`config.mk`:
```
export PLATFORM = sky130hd
export DESIGN_NAME = wdt_timeout_core_flat
export DESIGN_NICKNAME = d
export VERILOG_FILES = /design/src/rtl/wdt_timeout_core_if.sv /design/src/rtl/wdt_timeout_core.sv /design/src/flat_wrapper.sv
export SDC_FILE = /design/constraint.sdc
export NUM_CORES = 1
export LEC_CHECK = 0
export BUFFER_PORTS_ARGS = -buffer_cell sky130_fd_sc_hd__buf_2
export CORE_MARGIN = 8
export CORE_UTILIZATION = 30
export CTS_CLUSTER_DIAMETER = 30
export CTS_CLUSTER_SIZE = 30
export DETAILED_ROUTE_END_ITERATION = 10
export GPL_ROUTABILITY_DRIVEN = 0
export PLACE_DENSITY = 0.47
export SLEW_MARGIN = 20
export SYNTH_ARGS = -nofsm -noshare
export SYNTH_HDL_FRONTEND = slang
export SYNTH_SLANG_ARGS = --single-unit
```
`constraint.sdc`:
```
create_clock -name clk -period 3.01 [get_ports clk]
set_input_delay 0.602 -clock clk [delete_from_list [all_inputs] [get_ports clk]]
set_output_delay 0.602 -clock clk [all_outputs]
set_load 0.1 [all_outputs]
```
`src/rtl/wdt_timeout_core_if.sv`:
```
// Signal bundle between the watchdog AXI wrapper (master) and the counting core (slave).
// warn_o exists only when WDT_WARN_EN is defined.
interface wdt_timeout_core_if #(
   parameter int CNT_W = 32
);
   logic             wden_i;
   logic             wdlive_i;
   logic [CNT_W-1:0] wtocnt_i;
   logic             wtocnt_load_i;
   logic             wto_o;
   logic [CNT_W-1:0] cnt_o;
   logic [1:0]       state_o;
`ifdef WDT_WARN_EN
   logic             warn_o;

   modport master (
      output wden_i, wdlive_i, wtocnt_i, wtocnt_load_i,
      input  wto_o, cnt_o, state_o, warn_o
   );
   modport slave (
      input  wden_i, wdlive_i, wtocnt_i, wtocnt_load_i,
      output wto_o, cnt_o, state_o, warn_o
   );
`else
   modport master (
      output wden_i, wdlive_i, wtocnt_i, wtocnt_load_i,
      input  wto_o, cnt_o, state_o
   );
   modport slave (
      input  wden_i, wdlive_i, wtocnt_i, wtocnt_load_i,
      output wto_o, cnt_o, state_o
   );
`endif
endinterface

```
`src/rtl/wdt_timeout_core.sv`:
```
// Watchdog counting core: prescaled tick counter, programmable limit, WTO timeout level.
// Optional early-warning output warn_o is enabled by defining WDT_WARN_EN.
module wdt_timeout_core #(
   parameter int CNT_W    = 32,
   parameter int PRESCALE = 1
) (
   input logic              clk,
   input logic              rst,
   wdt_timeout_core_if.slave bus
);

   typedef enum logic [1:0] {
      ST_IDLE    = 2'b00,
      ST_COUNT   = 2'b01,
      ST_TIMEOUT = 2'b10
   } state_t;

   localparam int              PRE_W   = (PRESCALE > 1) ? $clog2(PRESCALE) : 1;
   localparam logic [PRE_W-1:0] PRE_MAX = PRE_W'(PRESCALE - 1);

   state_t           state_q, state_d;
   logic [CNT_W-1:0] cnt_q, cnt_d;
   logic [CNT_W-1:0] limit_q;
   logic [PRE_W-1:0] pre_q, pre_d;
   logic             wto_q;
   logic             tick;

   assign tick = (pre_q == PRE_MAX);

   always_ff @(posedge clk) begin
      if (rst) begin
         state_q <= ST_IDLE;
         cnt_q   <= '0;
         pre_q   <= '0;
         limit_q <= '0;
         wto_q   <= 1'b0;
      end else begin
         state_q <= state_d;
         cnt_q   <= cnt_d;
         pre_q   <= pre_d;
         wto_q   <= (state_d == ST_TIMEOUT);
         // The compare below still sees the old limit on the load edge
         if (bus.wtocnt_load_i) limit_q <= bus.wtocnt_i;
      end
   end

   always_comb begin
      state_d = state_q;
      cnt_d   = cnt_q;
      pre_d   = tick ? '0 : pre_q + PRE_W'(1);
      unique case (state_q)
         ST_IDLE: begin
            cnt_d = '0;
            pre_d = '0;
            if (bus.wden_i) state_d = ST_COUNT;
         end
         ST_COUNT: begin
            if (!bus.wden_i) begin
               state_d = ST_IDLE;
               cnt_d   = '0;
               pre_d   = '0;
            end else if (bus.wdlive_i) begin
               cnt_d = '0;
               pre_d = '0;
            end else if (tick) begin
               // ">=" so a limit lowered below the count still times out without wrapping
               if (cnt_q >= limit_q) state_d = ST_TIMEOUT;
               else                  cnt_d   = cnt_q + CNT_W'(1);
            end
         end
         ST_TIMEOUT: begin
            if (!bus.wden_i) begin
               state_d = ST_IDLE;
               cnt_d   = '0;
               pre_d   = '0;
            end else if (bus.wdlive_i) begin
               state_d = ST_COUNT;
               cnt_d   = '0;
               pre_d   = '0;
            end
         end
         default: begin
            state_d = ST_IDLE;
            cnt_d   = '0;
            pre_d   = '0;
         end
      endcase
   end

   assign bus.wto_o   = wto_q;
   assign bus.cnt_o   = cnt_q;
   assign bus.state_o = state_q;

`ifdef WDT_WARN_EN
   assign bus.warn_o = (state_q != ST_IDLE) && (cnt_q >= (limit_q >> 1));
`endif

endmodule

```
`src/flat_wrapper.sv`:
```
// flat-port wrapper written by rule: the top's interface ports become plain ports
module wdt_timeout_core_flat 
#(
   parameter int CNT_W    = 32,
   parameter int PRESCALE = 1
)
  (clk, rst, bus_wden_i, bus_wdlive_i, bus_wtocnt_i, bus_wtocnt_load_i, bus_wto_o, bus_cnt_o, bus_state_o);
  wdt_timeout_core_if #(.CNT_W(CNT_W)) bus_i ();
  input logic clk;
  input logic rst;
  input wire logic [$bits(bus_i.wden_i)-1:0] bus_wden_i;
  input wire logic [$bits(bus_i.wdlive_i)-1:0] bus_wdlive_i;
  input wire logic [$bits(bus_i.wtocnt_i)-1:0] bus_wtocnt_i;
  input wire logic [$bits(bus_i.wtocnt_load_i)-1:0] bus_wtocnt_load_i;
  output wire logic [$bits(bus_i.wto_o)-1:0] bus_wto_o;
  output wire logic [$bits(bus_i.cnt_o)-1:0] bus_cnt_o;
  output wire logic [$bits(bus_i.state_o)-1:0] bus_state_o;
  assign bus_i.wden_i = bus_wden_i;
  assign bus_i.wdlive_i = bus_wdlive_i;
  assign bus_i.wtocnt_i = bus_wtocnt_i;
  assign bus_i.wtocnt_load_i = bus_wtocnt_load_i;
  assign bus_wto_o = bus_i.wto_o;
  assign bus_cnt_o = bus_i.cnt_o;
  assign bus_state_o = bus_i.state_o;
  wdt_timeout_core #(.CNT_W(CNT_W), .PRESCALE(PRESCALE)) u_core (.clk(clk), .rst(rst), .bus(bus_i));
endmodule
```
# After elaboration in Yosys (flattened, before gate mapping)
# Index checks and enable logic that the tools add are counted.
[classes] mux=15 addsub=2 n_lt_le_gt_ge=1 n_eq_ne=6 n_reduce_logical=4 bitwise_logic=3
[op_table] op="$mux W32" n=6
[op_table] op="$pmux W32 S2" n=1
[op_table] op="$add A32 B1 Y32 const B" n=1
[op_table] op="$ge A32 B32 Y1" n=1
[op_table] op="$mux W2" n=7
[op_table] op="$ne A4 B4 Y1 const B" n=2
[op_table] op="$pmux W2 S3" n=1
[op_table] op="$reduce_or A5 Y1" n=1
[op_table] op="$eq A2 B2 Y1 const B" n=2
[op_table] op="$ne A3 B3 Y1 const B" n=1
[op_table] op="$not A1 Y1" n=3
[op_table] op="$reduce_and A3 Y1" n=1
[op_table] op="$eq A2 B1 Y1 const B" n=1
[op_table] op="$logic_not A2 Y1" n=1
[op_table] op="$reduce_or A2 Y1" n=1
[op_table] op="$add A1 B1 Y1 const B" n=1
[word_totals] ff_bits=68 wordCells=36 out_inout_bits=35

# Depth between registers and ports, before layout
[depth] depth_word=7 depth_mapped=11 ltp_nobuf=9

# Worst setup path before layout
# OpenSTA, ideal clock, no wires.
[synth_path] path_kind="register to register" start="register u_core.cnt_q[13] (netlist: u_core.bus.cnt_o[13])" end="register u_core.cnt_q[22] (netlist: u_core.bus.cnt_o[22])" t_arrival_ns=3.335 stages_incl_launch_ff=10 path_buffers=1 setup_slack_ns=-0.396 cell_sequence="dfxtp_1 > ha_1 > a211o_1 > a21oi_1 > o311ai_1 > o31a_1 > o41a_1 > buf_2 > or4_1 > a21oi_1"
[synth_via] elab_chain_len=6 word_cells_on_any_way=9 classes_between="add/sub: 1; order compare: 1; eq/ne: 1; mux: 5; reduce/logical: 1"
[synth_rtl] element="start: declaration" line_no="wdt_timeout_core.sv:22" text="logic [CNT_W-1:0] cnt_q, cnt_d;"
[synth_rtl] element="start signal: assignment" line_no="wdt_timeout_core.sv:39" text="cnt_q <= cnt_d;"
[synth_rtl] element="$add A32 B1 Y32" line_no="wdt_timeout_core.sv:68" text="else cnt_d = cnt_q + CNT_W'(1);"
[synth_rtl] element="$mux W32" line_no="wdt_timeout_core.sv:67" text="if (cnt_q >= limit_q) state_d = ST_TIMEOUT;"
[synth_rtl] element="$mux W32" line_no="wdt_timeout_core.sv:65" text="end else if (tick) begin"
[synth_rtl] element="$mux W32" line_no="wdt_timeout_core.sv:62" text="end else if (bus.wdlive_i) begin"
[synth_rtl] element="$mux W32" line_no="wdt_timeout_core.sv:58" text="if (!bus.wden_i) begin"
[synth_rtl] element="$pmux W32 S2" line_no="wdt_timeout_core.sv:51" text="unique case (state_q)"
# Several ways; a longest one is shown, not always the timed one. The select of a mux whose other input is x is not followed.
# A chain may end at the register's enable or synchronous reset.

# Final worst setup path
[layout_path] start="register u_core.cnt_q[9] (netlist: u_core.bus.cnt_o[9])" end="register u_core.wto_q (netlist: u_core.bus.wto_o)"
[layout_via] elab_chain_len=7
[layout_rtl] element="$ge A32 B32 Y1" line_no="wdt_timeout_core.sv:67"
[layout_rtl] element="$mux W2" line_no="wdt_timeout_core.sv:67"
[layout_rtl] element="$mux W2" line_no="wdt_timeout_core.sv:65"
[layout_rtl] element="$mux W2" line_no="wdt_timeout_core.sv:62"
[layout_rtl] element="$mux W2" line_no="wdt_timeout_core.sv:58"
[layout_rtl] element="$pmux W2 S3" line_no="wdt_timeout_core.sv:51"
[layout_rtl] element="$eq A2 B2 Y1" line_no="wdt_timeout_core.sv:41" text="wto_q <= (state_d == ST_TIMEOUT);"
[layout_rtl] element="end signal: assignment" line_no="wdt_timeout_core.sv:41"
[layout_rtl] element="end: declaration" line_no="wdt_timeout_core.sv:25" text="logic wto_q;"
# No other way between the ends.

==> tab_implementation.tex <==
\begin{tabular}{lr}
\hline
Metric & Value \\
\hline
\multicolumn{2}{l}{\textbf{Min path}} \\
\quad Class of the most critical hold timing path & reg -> reg \\
\quad Worst Min Path Start & u\_core.limit\_q[19] \\
\quad Endpoint with the worst hold slack & u\_core.limit\_q[19] \\
\quad Hold depth & 2 \\
\multicolumn{2}{l}{\textbf{Critical path}} \\
\quad Critical path arrival & between 3 and 4 ns \\
\quad Reg2reg start & u\_core.bus.cnt\_o[9] \\
\quad Count of buffer and inverter cells on the critical path & 0 \\
\quad Crit. End Element & flip-flop \\
\quad Category of cells accounting for the largest share of critical-path delay & simple AND/OR/NAND/NOR gates \\
\quad Critical path data required time & 3.24 ns \\
\quad Critical Setup Path Class & reg -> reg \\
\quad CP max stage delay & approximately 0.56 ns \\
\quad Register-to-register setup slack & roughly 0.14 ns \\
\quad Library cell appearing most often on the critical path & or4\_4 \\
\quad Crit-path max FO & 8 \\
\quad Worst R2R End & u\_core.bus.wto\_o \\
\quad Critical Path Source Type & flip-flop \\
\quad Cells along the critical path & ha\_1 > nand4\_1 > or4\_4 > a221oi\_4 > o31a\_1 > nor2\_1 > or4\_4 > a2111oi\_2 \\
\quad Worst path slowest cell & or4\_4 \\
\quad Depth of the worst register-to-register path & 8 \\
\multicolumn{2}{l}{\textbf{Detailed routing}} \\
\quad Total iterations of the first detailed-routing run & 4 \\
\quad Via-per-instance ratio & between 4 and 5 \\
\quad Violation count after the first detailed-routing iteration & roughly 210 \\
\quad Average wire per cell in the routed design & around 15 um \\
\quad Final routed DRC violation total & 0 \\
\quad Number of vias in the routed layout & between 3,000 and 4,000 \\
\quad Post-Route WL & approximately 11 mm \\
\quad Number of routed nets with antenna violations & 0 \\
\multicolumn{2}{l}{\textbf{STA}} \\
\quad Setup repair after global routing missed its margin & true \\
\quad Final worst clock skew & $\sim$0.0067 ns \\
\quad Slew headroom & 0.452 \\
\quad Final critical-path share of the clock period & 0.953 \\
\quad Final Setup Violations & 0 \\
\quad Worst Tran Pin Value & $\sim$0.8 ns \\
\quad Fin crit period & 2.87 ns \\
\quad Fmax achieved & 349 MHz \\
\quad Final count of hold timing violations & 0 \\
\quad Count of pins over their slew limit & 0 \\
\multicolumn{2}{l}{\textbf{Finish}} \\
\quad Utilization after layout & 0.393 \\
\quad Number of fillers in the final layout & 1,300 \\
\quad Layout-stage area growth over the synthesis result & 29.3\% \\
\quad Commonest cells after routing, fill and taps aside & buf\_2 (72), inv\_1 (44), nor2\_1 (44), a21oi\_1 (41), dfxtp\_1 (37) \\
\quad Fraction of layout cells with a size suffix above 1 & 0.269 \\
\quad Antenna Diode Count & 0 \\
\quad Most common cell after layout, fill and taps aside & buf\_2 \\
\quad Area of all placed cells without fillers & slightly below 5000 um\^{}2 \\
\quad Fin nets & about 600 \\
\multicolumn{2}{l}{\textbf{Power and ir drop}} \\
\quad Ratio of total power to cell area & 455 nW/um\^{}2 \\
\quad Maximum vdd drop & 0.000308 V \\
\quad Leak pwr & about 2.1 nW \\
\quad Total Power Consumption & about 0.0022 W \\
\multicolumn{2}{l}{\textbf{Clocking}} \\
\quad TritonCTS clock tree & built \\
\quad Total clock buffers created by CTS & 9 \\
\quad Clock edge transition at the registers on the reported setup and hold paths & approximately 0.060 ns \\
\quad Root buffer cell & clkbuf\_16 \\
\quad Number of clock sinks seen by CTS & 68 \\
\quad Hold-fix buffers, CTS & 0 \\
\quad Later-pin clock latency in the skew report & about 0.34 ns \\
\quad Maximum clock path buffer count & 2 \\
\quad Clock H-tree levels & 3 \\
\multicolumn{2}{l}{\textbf{Logic synthesis}} \\
\quad Synthesis-stage register bit count & between 60 and 70 \\
\quad Count of flip-flops with a built-in enable after synthesis & 0 \\
\quad Gate count of the mapped netlist & $\sim$450 \\
\quad Post-Synthesis Net Count & around 520 \\
\quad Syn avg cell area & 8.48 um\^{}2 \\
\quad Top\_reg\_cell synth & dfxtp\_1 \\
\quad Total of warnings raised by yosys & 0 \\
\quad Share of the yosys chip area belonging to registers & 0.359 \\
\quad Distinct cell type count after synthesis & 46 \\
\quad Async S/R FF share, synth & 0 \\
\quad Area of the mapped netlist & approximately 3800 um\^{}2 \\
\multicolumn{2}{l}{\textbf{Floorplanning}} \\
\quad Starting density of the core & 0.304 \\
\quad Total number of placement rows & slightly above 40 \\
\quad Die width & around 130 um \\
\quad Floorplan die height & 128 um \\
\quad Core Area & about 12,000 um\^{}2 \\
\quad Number of top-level pins & 72 \\
\quad Full die area & around 16,000 um\^{}2 \\
\multicolumn{2}{l}{\textbf{Placed design}} \\
\quad Placement Cell Area & around 4500 um\^{}2 \\
\quad I/O Buffers & 71 \\
\quad DP HPWL & 7.98 mm \\
\multicolumn{2}{l}{\textbf{Run}} \\
\quad Max Cap Viol & 0 \\
\multicolumn{2}{l}{\textbf{Status}} \\
\quad Result of the run & complete, no violations \\
\multicolumn{2}{l}{\textbf{GRT}} \\
\quad Total global routing track utilization & 0.134 \\
\quad Total overflow reported by the global router & 0 \\
\quad First-pass GRT wire length & approximately 17 mm \\
\quad Antenna violations before repair & 0 \\
\quad Vias in the first global route & between 3,000 and 4,000 \\
\quad Largest net degree at the start of global routing & 33 \\
\hline
\end{tabular}
-- timing repair --
action                     4_1_cts  5_1_grt
cloned                           0        2
setup buffers                    0        4
pin swaps                        1        8
setup endpoints to repair        1       19
resized for setup                1        9
-- through the flow --
step                hold slack (ns)  std cells  setup WS, ns  TNS (ns)
CTS                           0.488        705        0.0574         0
global placement              0.477        689         0.118         0
floorplan                     0.460        447        0.0428         0
finish                        0.491        711         0.141         0
global route                  0.492        711      -0.00517  -0.00517
detailed placement            0.483        689       0.00607         0
-- how the worst max path moves through the flow --
stage                                   start                   end  cells after the start
after floorplan           u_core.bus.cnt_o[0]  u_core.bus.cnt_o[23]                      9
after global placement     u_core.limit_q[14]      u_core.bus.wto_o                      9
after detailed placement   u_core.limit_q[14]      u_core.bus.wto_o                      9
after CTS                  u_core.limit_q[14]      u_core.bus.wto_o                      9
after global routing       u_core.limit_q[13]  u_core.bus.cnt_o[31]                     10
final                     u_core.bus.cnt_o[9]      u_core.bus.wto_o                      8
-- flip-flops by register name (all words and copies together), names as in the netlist --
register / cells
u_core.limit_q: 32
u_core.bus.cnt_o: 32
u_core.bus.wto_o: 1
u_core.bus.state_o: 2
u_core.pre_q: 1
-- cells in the mapped netlist, types with 2 or more instances --
library cell,number,area share
o211ai_1,3,0.0059
nand3_1,11,0.015
nor3_1,5,0.0066
xnor2_1,2,0.0046
nand3b_1,3,0.0059
nand2b_1,3,0.0050
o31ai_1,15,0.030
or3_1,9,0.015
o21ai_0,15,0.020
buf_1,6,0.0059
ha_1,37,0.12
clkbuf_1,7,0.0069
and4_1,2,0.0046
nor2_1,44,0.044
dfxtp_1,68,0.36
buf_2,5,0.0066
and2_1,2,0.0033
or4_1,15,0.030
nor4_1,2,0.0033
nand2_1,24,0.024
mux2i_1,33,0.087
inv_1,44,0.044
o21a_1,6,0.012
a21oi_1,41,0.054
a221oi_1,2,0.0046
and3_1,5,0.0083
nand4_1,19,0.031
-- worst register-to-register path, cell delays in order, from the launching register on --
cell       delay [ns]
dfxtp_2          0.37
ha_1             0.31
nand4_1          0.14
or4_4            0.56
a221oi_4         0.21
o31a_1           0.27
nor2_1           0.10
or4_4            0.50
a2111oi_2        0.31
-- routing by layer --
metal / routed length (um) / vias to the layer above / global-route usage
met5: 0 / - / 0
met4: 216 / 0 / 0.0727
met3: 447 / 14 / 0.0339
met2: 5200 / 59 / 0.223
met1: 4950 / 1667 / 0.156
li1: - / 1798 / -
-- power by group --
part,switching (W),internal (W)
sequential,0.0000157,0.000927
clock,0.000390,0.000710
combinational,0.000105,0.0000811
-- cell families after synthesis --
family / after synthesis / share of synthesized area
other: 1 / 0.000989
multiplexers: 33 / 0.0871
AO/OA/AOI/OAI: 97 / 0.161
XOR/XNOR: 2 / 0.00462
buffers and inverters: 62 / 0.0630
AND/OR/NAND/NOR: 147 / 0.202
flip-flops: 68 / 0.359
adder cells (fa/ha/maj): 37 / 0.122
-- area by class of cell --
type                       instances  area (um^2)  share of cell area
tap                              172          215              0.0439
timing repair buffer              94          576               0.117
sequential                        68         1400               0.286
inverter                          44          165              0.0337
multi-input combinational        317         2230               0.456
clock buffer                      15          278              0.0567
clock inverter                     1         30.0             0.00613
Power figures use the tool's default switching activity.
